### src/rtl/led_share_arbiter.sv
// led_share_arbiter
//   Shares one active-low LED bank between NUM_REQ pattern generators. A free-running
//   counter produces the common display tick; ownership is handed out round-robin only on
//   tick cycles. Each owner keeps the bank for at least HOLD_TICKS ticks while others wait.
//   Only the owner's pattern can reach the pins. The LED output is blanked as soon as the
//   owner drops its request, even though the grant itself only moves on a tick.
//
// Ports
//   sys_clk    in   system clock
//   sys_rst_n  in   asynchronous active-low reset (synchronous release expected upstream)
//   req        in   per-requester level request
//   pat_data   in   requester i pattern on [i*LED_W +: LED_W], 1 = LED on
//   tick       out  one-cycle pulse every TICK_CYCLES cycles
//   grant      out  one-hot owner, all-zero when idle
//   owner_id   out  owner index, 0 when idle
//   led        out  LED pins, active-low (0 = lit)
module led_share_arbiter #(
  parameter int unsigned TICK_CYCLES = 13_500_000,
  parameter int unsigned HOLD_TICKS  = 4,
  parameter int unsigned NUM_REQ     = 3,
  parameter int unsigned LED_W       = 6
) (
  input  logic                     sys_clk,
  input  logic                     sys_rst_n,
  input  logic [NUM_REQ-1:0]       req,
  input  logic [NUM_REQ*LED_W-1:0] pat_data,
  output logic                     tick,
  output logic [NUM_REQ-1:0]       grant,
  output logic [1:0]               owner_id,
  output logic [LED_W-1:0]         led
);

  localparam int unsigned CntW  = (TICK_CYCLES > 1) ? $clog2(TICK_CYCLES) : 1;
  localparam int unsigned HoldW = (HOLD_TICKS > 1) ? $clog2(HOLD_TICKS) : 1;

  localparam logic [CntW-1:0]  CntLast  = CntW'(TICK_CYCLES - 1);
  localparam logic [HoldW-1:0] HoldLast = HoldW'(HOLD_TICKS - 1);
  // Pointer starts at the last requester so that requester 0 is scanned first.
  localparam logic [1:0]       RrInit   = 2'(NUM_REQ - 1);

  localparam logic [0:0] StIdle = 1'b0;
  localparam logic [0:0] StOwn  = 1'b1;

  // ---------------------------------------------------------------------------------------
  // Display tick
  // ---------------------------------------------------------------------------------------
  logic [CntW-1:0] tick_cnt_q, tick_cnt_d;
  logic            tick_q, tick_d;

  always_comb begin
    tick_d     = (tick_cnt_q == CntLast);
    tick_cnt_d = tick_d ? '0 : tick_cnt_q + CntW'(1);
  end

  always_ff @(posedge sys_clk or negedge sys_rst_n) begin
    if (!sys_rst_n) begin
      tick_cnt_q <= '0;
      tick_q     <= 1'b0;
    end else begin
      tick_cnt_q <= tick_cnt_d;
      tick_q     <= tick_d;
    end
  end

  // ---------------------------------------------------------------------------------------
  // Round-robin scan
  // ---------------------------------------------------------------------------------------
  logic [0:0]       state_q, state_d;
  logic [1:0]       owner_q, owner_d;
  logic [1:0]       rr_ptr_q, rr_ptr_d;
  logic [HoldW-1:0] hold_cnt_q, hold_cnt_d;
  logic [LED_W-1:0] led_q, led_d;

  logic             win_found;
  logic [1:0]       win_idx;
  logic             owner_req;

  // First asserted request at rr_ptr+1, rr_ptr+2, ... wrapping. The current owner is visited
  // last, so a winner other than the owner means another requester is waiting.
  always_comb begin : scan
    int unsigned scan_idx;
    win_found = 1'b0;
    win_idx   = '0;
    scan_idx  = 0;
    for (int unsigned k = 1; k <= NUM_REQ; k++) begin
      scan_idx = (32'(rr_ptr_q) + k) % NUM_REQ;
      if (!win_found && req[scan_idx[1:0]]) begin
        win_found = 1'b1;
        win_idx   = scan_idx[1:0];
      end
    end
  end

  assign owner_req = req[owner_q];

  // ---------------------------------------------------------------------------------------
  // Ownership FSM, advances only on tick cycles
  // ---------------------------------------------------------------------------------------
  always_comb begin
    state_d    = state_q;
    owner_d    = owner_q;
    rr_ptr_d   = rr_ptr_q;
    hold_cnt_d = hold_cnt_q;

    if (tick_q) begin
      unique case (state_q)
        StIdle: begin
          if (win_found) begin
            state_d    = StOwn;
            owner_d    = win_idx;
            rr_ptr_d   = win_idx;
            hold_cnt_d = '0;
          end
        end
        StOwn: begin
          if (!owner_req) begin
            // Owner let go: hand over regardless of how long it held.
            if (win_found) begin
              owner_d    = win_idx;
              rr_ptr_d   = win_idx;
              hold_cnt_d = '0;
            end else begin
              state_d = StIdle;
              owner_d = '0;
            end
          end else if (hold_cnt_q < HoldLast) begin
            hold_cnt_d = hold_cnt_q + HoldW'(1);
          end else if (win_found && (win_idx != owner_q)) begin
            owner_d    = win_idx;
            rr_ptr_d   = win_idx;
            hold_cnt_d = '0;
          end
          // Otherwise the owner is alone: keep it with the hold count saturated.
        end
        default: begin
          state_d = StIdle;
          owner_d = '0;
        end
      endcase
    end
  end

  // LED path updates every cycle so blanking and pattern changes show up one cycle later.
  always_comb begin
    led_d = {LED_W{1'b1}};
    if ((state_q == StOwn) && owner_req) begin
      led_d = ~pat_data[owner_q*LED_W +: LED_W];
    end
  end

  always_ff @(posedge sys_clk or negedge sys_rst_n) begin
    if (!sys_rst_n) begin
      state_q    <= StIdle;
      owner_q    <= '0;
      rr_ptr_q   <= RrInit;
      hold_cnt_q <= '0;
      led_q      <= {LED_W{1'b1}};
    end else begin
      state_q    <= state_d;
      owner_q    <= owner_d;
      rr_ptr_q   <= rr_ptr_d;
      hold_cnt_q <= hold_cnt_d;
      led_q      <= led_d;
    end
  end

  // ---------------------------------------------------------------------------------------
  // Outputs
  // ---------------------------------------------------------------------------------------
  assign tick     = tick_q;
  assign grant    = (state_q == StOwn) ? (NUM_REQ'(1) << owner_q) : '0;
  assign owner_id = (state_q == StOwn) ? owner_q : 2'b00;
  assign led      = led_q;

endmodule

### config.mk
export PLATFORM = sky130hd
export DESIGN_NAME = led_share_arbiter
export DESIGN_NICKNAME = d
export VERILOG_FILES = /design/src/rtl/led_share_arbiter.sv
export SDC_FILE = /design/constraint.sdc
export NUM_CORES = 1
export LEC_CHECK = 0
export CAP_MARGIN = 20
export CORE_MARGIN = 2
export CORE_UTILIZATION = 54
export CTS_CLUSTER_DIAMETER = 60
export CTS_CLUSTER_SIZE = 8
export DETAILED_ROUTE_END_ITERATION = 10
export PLACE_DENSITY_LB_ADDON = 0.25
export SLEW_MARGIN = 30
export SYNTH_ARGS = -nofsm -noshare
export SYNTH_HDL_FRONTEND = slang
export SYNTH_SLANG_ARGS = --single-unit
### constraint.sdc
create_clock -name sys_clk -period 2.4 [get_ports sys_clk]
set_input_delay 0.48 -clock sys_clk [delete_from_list [all_inputs] [get_ports sys_clk]]
set_output_delay 0.48 -clock sys_clk [all_outputs]
set_load 0.1 [all_outputs]
==> summary.txt, run 1 <==
Critical path
  • CP Max Fanout: 6
  • Crit path launch type: flop
  • Critical path class: reg -> reg
  • CP endpoint kind: flop
  • Crit path DAT: 2460 ps
  • CP required: 2570 ps

Floorplanning
  • Core Area: 0.00409 sq mm
  • DIE HEIGHT: 69.7 um
  • Row count: 23
  • Initial core utilization: 57.1%
  • Die W: 69.7 um
  • Die area: 0.00486 sq mm
  • Boundary Pins: 35

Yosys
  • Most used DFF post-synth: dfrtp_1
  • Yosys top cell area share: 33.2%
  • Area leader, netlist: dfrtp_1
  • Synth Register Bits: 38
  • Cells after Synth: 256
  • Sequential share of the synthesized area: 41.1%
  • Synth warnings: 0
  • Syn_area_per_cell: 9.12 sq um
  • Post-Syn Area: 0.00233 sq mm
  • Ys async rst share: 100%
  • Area contributors post-synth: dfrtp_1, dfstp_2, nand2_1
  • Count of different cell masters after synthesis: 54
  • Post-Syn Nets: 285
  • Post-synth EDFFs: 0

Timing
  • Max Slew Vio Count: 0
  • Worst slew pin tran: 801 ps
  • Rel. slew slack: 46.6%
  • Hold Vio Cnt, Final: 0
  • Min Tclk post-route: 2290 ps
  • Clock skew: 4.53 ps
  • Tcrit/Tclk final: 95.6%
  • Fmax: 0.436 GHz
  • Final setup violation count: 0

Pwr
  • LEAKAGE: 0.00130 uW
  • Sw Pwr: 693 uW
  • Final Total Pwr: 1830 uW
  • Max IR drop VDD: 341 uV
  • Comb power frac: 36.8%
  • Clock share of power: 24.2%
  • Design internal power: 1140 uW
  • Sw Share: 37.9%
  • Cell area power density: 609 mW/mm^2
  • Sequential power share: 39.0%

Placement
  • Hpwl dp: 3760 um
  • GP Congestion: 0.857
  • DP Area: 0.00287 sq mm
  • PortBufs: 34
  • Total placed cells including tap cells: 352

Routing
  • DR pass1 iterations: 4
  • Via count: 2006
  • Vias/cell: 5.56
  • Routed wire per std cell: 13.6 um
  • Final wirelength: 4920 um
  • Iteration-0 DRC Markers: 71
  • Antenna Violating Nets Remaining: 0
  • DRC viols: 0

Final layout
  • Finished Cell Area: 0.00300 sq mm
  • Ant. Diodes: 0
  • Commonest non-fill, non-tap cell in the layout: dfrtp_1
  • Multi-input logic area: 0.00134 sq mm
  • Seq. cell area: 960 sq um
  • Fillers: 306
  • Layout cells sized above 1: 20.9%
  • Commonest cells after routing, fill and taps aside: dfrtp_1, nand2_1, buf_4, nor2_1, clkdlybuf4s50_1
  • Final Util: 73.5%
  • Area grow syn2layout: 28.7%
  • Fin cells: 361
  • Fin nets: 339

Clocking
  • CTS clk-pin slew, worst paths: 70 ps
  • CTS buffer count: 5
  • CTS Sinks: 38
  • Post-CTS Hold Buffers: 0
  • H-tree levels: 2
  • CTS root buffer: clkbuf_8
  • Skew-Pair Late Insertion Delay: 290 ps
  • CTS tree: done
  • Clock Path Buffers: 2

Flow run
  • Max-cap violations: 0

GRT
  • First-pass GRT wire length: 8380 um
  • Antenna violations before repair: 0
  • Number of global-route vias before repair: 1859
  • Largest net degree at the start of global routing: 39
  • Gr usage total: 21.2%
  • Grt total ovfl: 0

Hold path
  • Min-Delay Path Class: in -> async

Outcome
  • Status: complete, no violations
-- cell type report --
class	instances	area share, %
clock inverter	1	0.167
clock buffer	7	2.87
multi-input combinational	201	44.7
sequential	38	31.9
tap	50	2.08
inverter	10	1.25
timing repair buffer	54	17.0
-- path summary, 6_finish.rpt --
check                               from  cells past startpoint             to  slack [ps]
max                          rr_ptr_q[1]                      7    rr_ptr_q[0]         110
min in group sys_clk       tick_cnt_q[0]                      1  tick_cnt_q[0]         490
max reg2reg                  rr_ptr_q[1]                      7    rr_ptr_q[0]         110
min reg2reg                tick_cnt_q[0]                      1  tick_cnt_q[0]         490
max in group asynchronous      sys_rst_n                      1  tick_cnt_q[1]        1620
min                            sys_rst_n                      1        state_q         280
-- cells by family (layout without fill, tap and decap cells) --
logic type / after synthesis / after routing / synth area share [%]
simple gates: 120 / 120 / 26.6
flops: 38 / 38 / 41.1
mux: 11 / 11 / 4.83
xor+xnor: 22 / 22 / 8.26
buf+inv: 17 / 72 / 2.95
compound gates: 42 / 42 / 13.0
fa+ha+maj: 6 / 6 / 3.22
-- sequential cells by signal, summed over array words and instances, names as in the netlist --
signal / flops
hold_cnt_q: 2
led: 6
owner_q: 2
rr_ptr_q: 2
state_q: 1
tick: 1
tick_cnt_q: 24
-- synth_stat cells (2+ instances only) --
master / count
dfrtp_1: 31
nand2_1: 30
nor2_1: 24
nand3_1: 15
xor2_1: 12
o21ai_0: 11
inv_1: 10
nor3_1: 10
xnor2_1: 10
mux2i_1: 9
dfstp_2: 7
nand4_1: 7
ha_1: 6
and2_1: 5
nor2b_1: 5
o2111ai_1: 5
and3_1: 4
clkbuf_1: 4
o211ai_1: 4
a21oi_1: 3
nand3b_1: 3
a211oi_1: 2
a31oi_1: 2
mux2_2: 2
nor4_1: 2
o2111a_1: 2
o21a_1: 2
o21ai_1: 2
or2_2: 2
-- stage by stage --
step / hold slack [ps] / TNS [ps] / setup slack, ps
6_report: 279 / 0 / 106
5_1_grt: 360 / -20.9 / -20.9
4_1_cts: 302 / 0 / 17.5
3_5_place_dp: 480 / -31.2 / -31.2
3_3_place_gp: 475 / 0 / 10.8
2_1_floorplan: 184 / 0 / 26.0
-- metal layers --
layer	wire length (um)	global-route usage, %	share of wire (%)	vias to the layer above
met3	243	5.38	4.9	8
met1	2360	29.0	48	924
met2	2260	33.5	46	48
met4	54	5.56	1.1	0
li1	-	-	-	1026
met5	0	0	0	-
-- what timing repair did --
item                                    in CTS  in global routing
endpoints found under the setup margin       1                  6
pin swaps                                    0                  2
resized for setup                            1                  8
setup buffers                                1                  0
-- critical path: stages, from the launching register on --
cell and delay, ps:
dfstp_2 580, ha_4 230, mux2i_1 130, or2_4 250, and4_4 190, or3_4 390, o2111a_1 250, nand3b_1 160
-- power groups by stage --
stage,sequential [uW],clock (uW),combinational (uW)
after floorplan,834,0,335
after global placement,724,0,666
after global routing,718,486,713
after detailed placement,725,0,668
final,713,443,673
after CTS,712,458,670
No activity file was read; power rests on OpenSTA's default activity.
==> run 2, diff against run 1 <==
SLEW_MARGIN = 20   (was 30)
==> results of run 2 <==
No change in the layout: final DEF, timing and power equal those of run 1.
==> run 3, diff against run 2 <==
CORE_UTILIZATION = 30   (was 54)
SKIP_LAST_GASP = 1   (was not set)
clock period = 2.03 ns   (was 2.4 ns; I/O delays follow)
==> run 3 against run 2 <==
  * The flow now finishes with violations (negative setup slack)
  * Total power up 28%
  * Fmax increased by 0.28%
  * Final cell count up 19%
  * Worst setup slack lost 360 ps
  * Routed wire length rose by 12%
  * Clock-buffer cell count rose by 1
  * Global-route usage fell by 7.6 points
  * Combinational power grew 44%
  * Via count grew 4.4%
  * Register-to-register slack got worse by 360 ps
  * Critical endpoint unchanged
==> summary.txt, run 3 (synthesis results as in run 1) <==
Placement
  • GP Congestion: 0.889 (was 0.857)
  • PortBufs: 34 (unchanged)
  • Hpwl dp: 4130 um (was 3760 um)
  • DP Area: 0.00318 sq mm (was 0.00287 sq mm)

GRT
  • Antenna violations before repair: 0 (unchanged)
  • Largest net degree at the start of global routing: 22 (was 39)
  • Grt total ovfl: 0 (unchanged)
  • Number of global-route vias before repair: 2084 (was 1859)
  • First-pass GRT wire length: 9480 um (was 8380 um)
  • Gr usage total: 13.6% (was 21.2%)

Critical path
  • Critical path class: reg -> reg (unchanged)
  • Largest stage delay, worst path: 610 ps (was 580 ps)
  • Crit path max-delay cell type: dfstp_2 (unchanged)
  • CP Max Fanout: 6 (unchanged)
  • CP endpoint kind: flop (unchanged)
  • Worst-path cell chain: ha_4 -> mux2i_1 -> or2_4 -> and4_4 -> or3_4 -> o2111a_1 -> nand3b_1 (unchanged)
  • CP Buf/Inv Count: 0 (unchanged)
  • Delay-heaviest family, CP: simple AND/OR/NAND/NOR gates (unchanged)
  • Crit path launch type: flop (unchanged)
  • Crit path DAT: 2450 ps (was 2460 ps)
  • CP required: 2200 ps (was 2570 ps)

Routing
  • Antenna Violating Nets Remaining: 0 (unchanged)
  • Routed wire per std cell: 12.8 um (was 13.6 um)
  • DR pass1 iterations: 5 (was 4)
  • Iteration-0 DRC Markers: 83 (was 71)
  • Via count: 2094 (was 2006)
  • DRC viols: 0 (unchanged)
  • Vias/cell: 4.89 (was 5.56)
  • Final wirelength: 5500 um (was 4920 um)

Final layout
  • Commonest cells after routing, fill and taps aside: buf_4, dfrtp_1, nand2_1, nor2_1, clkdlybuf4s50_1 (was dfrtp_1, nand2_1, buf_4, nor2_1, clkdlybuf4s50_1)
  • Fin nets: 354 (was 339)
  • Finished Cell Area: 0.00339 sq mm (was 0.00300 sq mm)
  • Register with the highest flop count: tick_cnt_q (unchanged)
  • Layout cells sized above 1: 28.2% (was 20.9%)
  • Largest register FFs: 24 (unchanged)
  • Area grow syn2layout: 45.5% (was 28.7%)
  • Ant. Diodes: 0 (unchanged)
  • Commonest non-fill, non-tap cell in the layout: buf_4 (was dfrtp_1)

Pwr
  • Cell area power density: 690 mW/mm^2 (was 609 mW/mm^2)
  • LEAKAGE: 0.00144 uW (was 0.00130 uW)
  • Max IR drop VDD: 388 uV (was 341 uV)

Clocking
  • CTS tree: done (unchanged)
  • CTS Sinks: 38 (unchanged)
  • CTS clk-pin slew, worst paths: 70 ps (about the same)
  • CTS buffer count: 5 (unchanged)
  • Skew-Pair Late Insertion Delay: 290 ps (about the same)
  • Post-CTS Hold Buffers: 0 (unchanged)
  • Clock Path Buffers: 2 (unchanged)
  • H-tree levels: 2 (unchanged)
  • CTS root buffer: clkbuf_8 (unchanged)

Timing
  • Unrepaired setup endpoints after global routing: yes
  • Hold Vio Cnt, Final: 0 (unchanged)
  • Clock skew: 3.88 ps (was 4.53 ps)
  • Worst slew pin tran: 510 ps (was 801 ps)
  • Tcrit/Tclk final: 113% (was 95.6%)
  • Final setup violation count: 6 (was 0)
  • Max Slew Vio Count: 0 (unchanged)
  • Rel. slew slack: 66.0% (was 46.6%)
  • Fmax: 0.437 GHz (was 0.436 GHz)
  • Setup WS post-layout: -258 ps (was 106 ps)
  • Min Tclk post-route: 2290 ps (about the same)
  • Setup TNS: -1160 ps (was 0 ps)

Flow run
  • Max-cap violations: 0 (unchanged)

Floorplanning
  • Core Area: 0.00765 sq mm (was 0.00409 sq mm)
  • Die W: 92.2 um (was 69.7 um)
  • DIE HEIGHT: 92.2 um (was 69.7 um)
  • Die area: 0.00850 sq mm (was 0.00486 sq mm)
  • Boundary Pins: 35 (unchanged)
  • Initial core utilization: 30.5% (was 57.1%)
  • Row count: 32 (was 23)

Outcome
  • Failing checks: negative setup slack
  • Status: finished with violations (was complete, no violations)

Hold path
  • Min-Delay Path Class: in -> async (unchanged)
-- run 3: layout make-up --
type	count	area (sq um)
well taps	102	128
clock buffers	8	90.1
repair buffers	69	747
fillers	754	4250
inverters	10	37.5
flip-flops and latches	38	960
multi-input cells	201	1430
-- run 3: through the flow --
step | utilization [%] | total power (uW) | hold WS, ps | std cells | worst slack [ps]
after detailed placement | 41.6 | 1810 | 413 | 417 | -294
after CTS | 43.4 | 2350 | 98.2 | 426 | -247
after global placement | 41.6 | 1810 | 409 | 417 | -286
final | 44.4 | 2340 | 83.4 | 428 | -258
after global routing | 44.4 | 2450 | 120 | 428 | -341
after floorplan | - | 1390 | 110 | 256 | -124
-- run 3: final timing paths --
check,end,depth (start not counted),from,slack [ps]
min in group sys_clk,tick_cnt_q[0],1,tick_cnt_q[0],490
max reg2reg,rr_ptr_q[0],7,rr_ptr_q[1],-260
min,tick_cnt_q[14],1,sys_rst_n,80
min reg2reg,tick_cnt_q[0],1,tick_cnt_q[0],490
max in group asynchronous,led[4],2,sys_rst_n,1400
max,rr_ptr_q[0],7,rr_ptr_q[1],-260
-- run 3: timing repair --
item,in CTS,in global routing
gates resized for setup,8,10
pin swaps,9,7
buffers inserted,1,2
endpoints found under the hold margin,0,0
endpoints found under the setup margin,6,7
-- run 3: report_power, final --
part / internal, uW / leakage (uW) / switching [uW]
logic: 394 / 0.000910 / 578
clock network: 277 / 0.0000455 / 253
registers: 804 / 0.000483 / 36.3
total: 1470 / 0.00144 / 867
-- run 3: layer usage --
layer / vias up / track usage, % / share of wire, %
li1: 1051 / - / -
met1: 1003 / 17.6 / 47
met2: 34 / 23.0 / 47
met3: 6 / 2.79 / 3.9
met4: 0 / 3.86 / 1.1
met5: - / 0 / 0
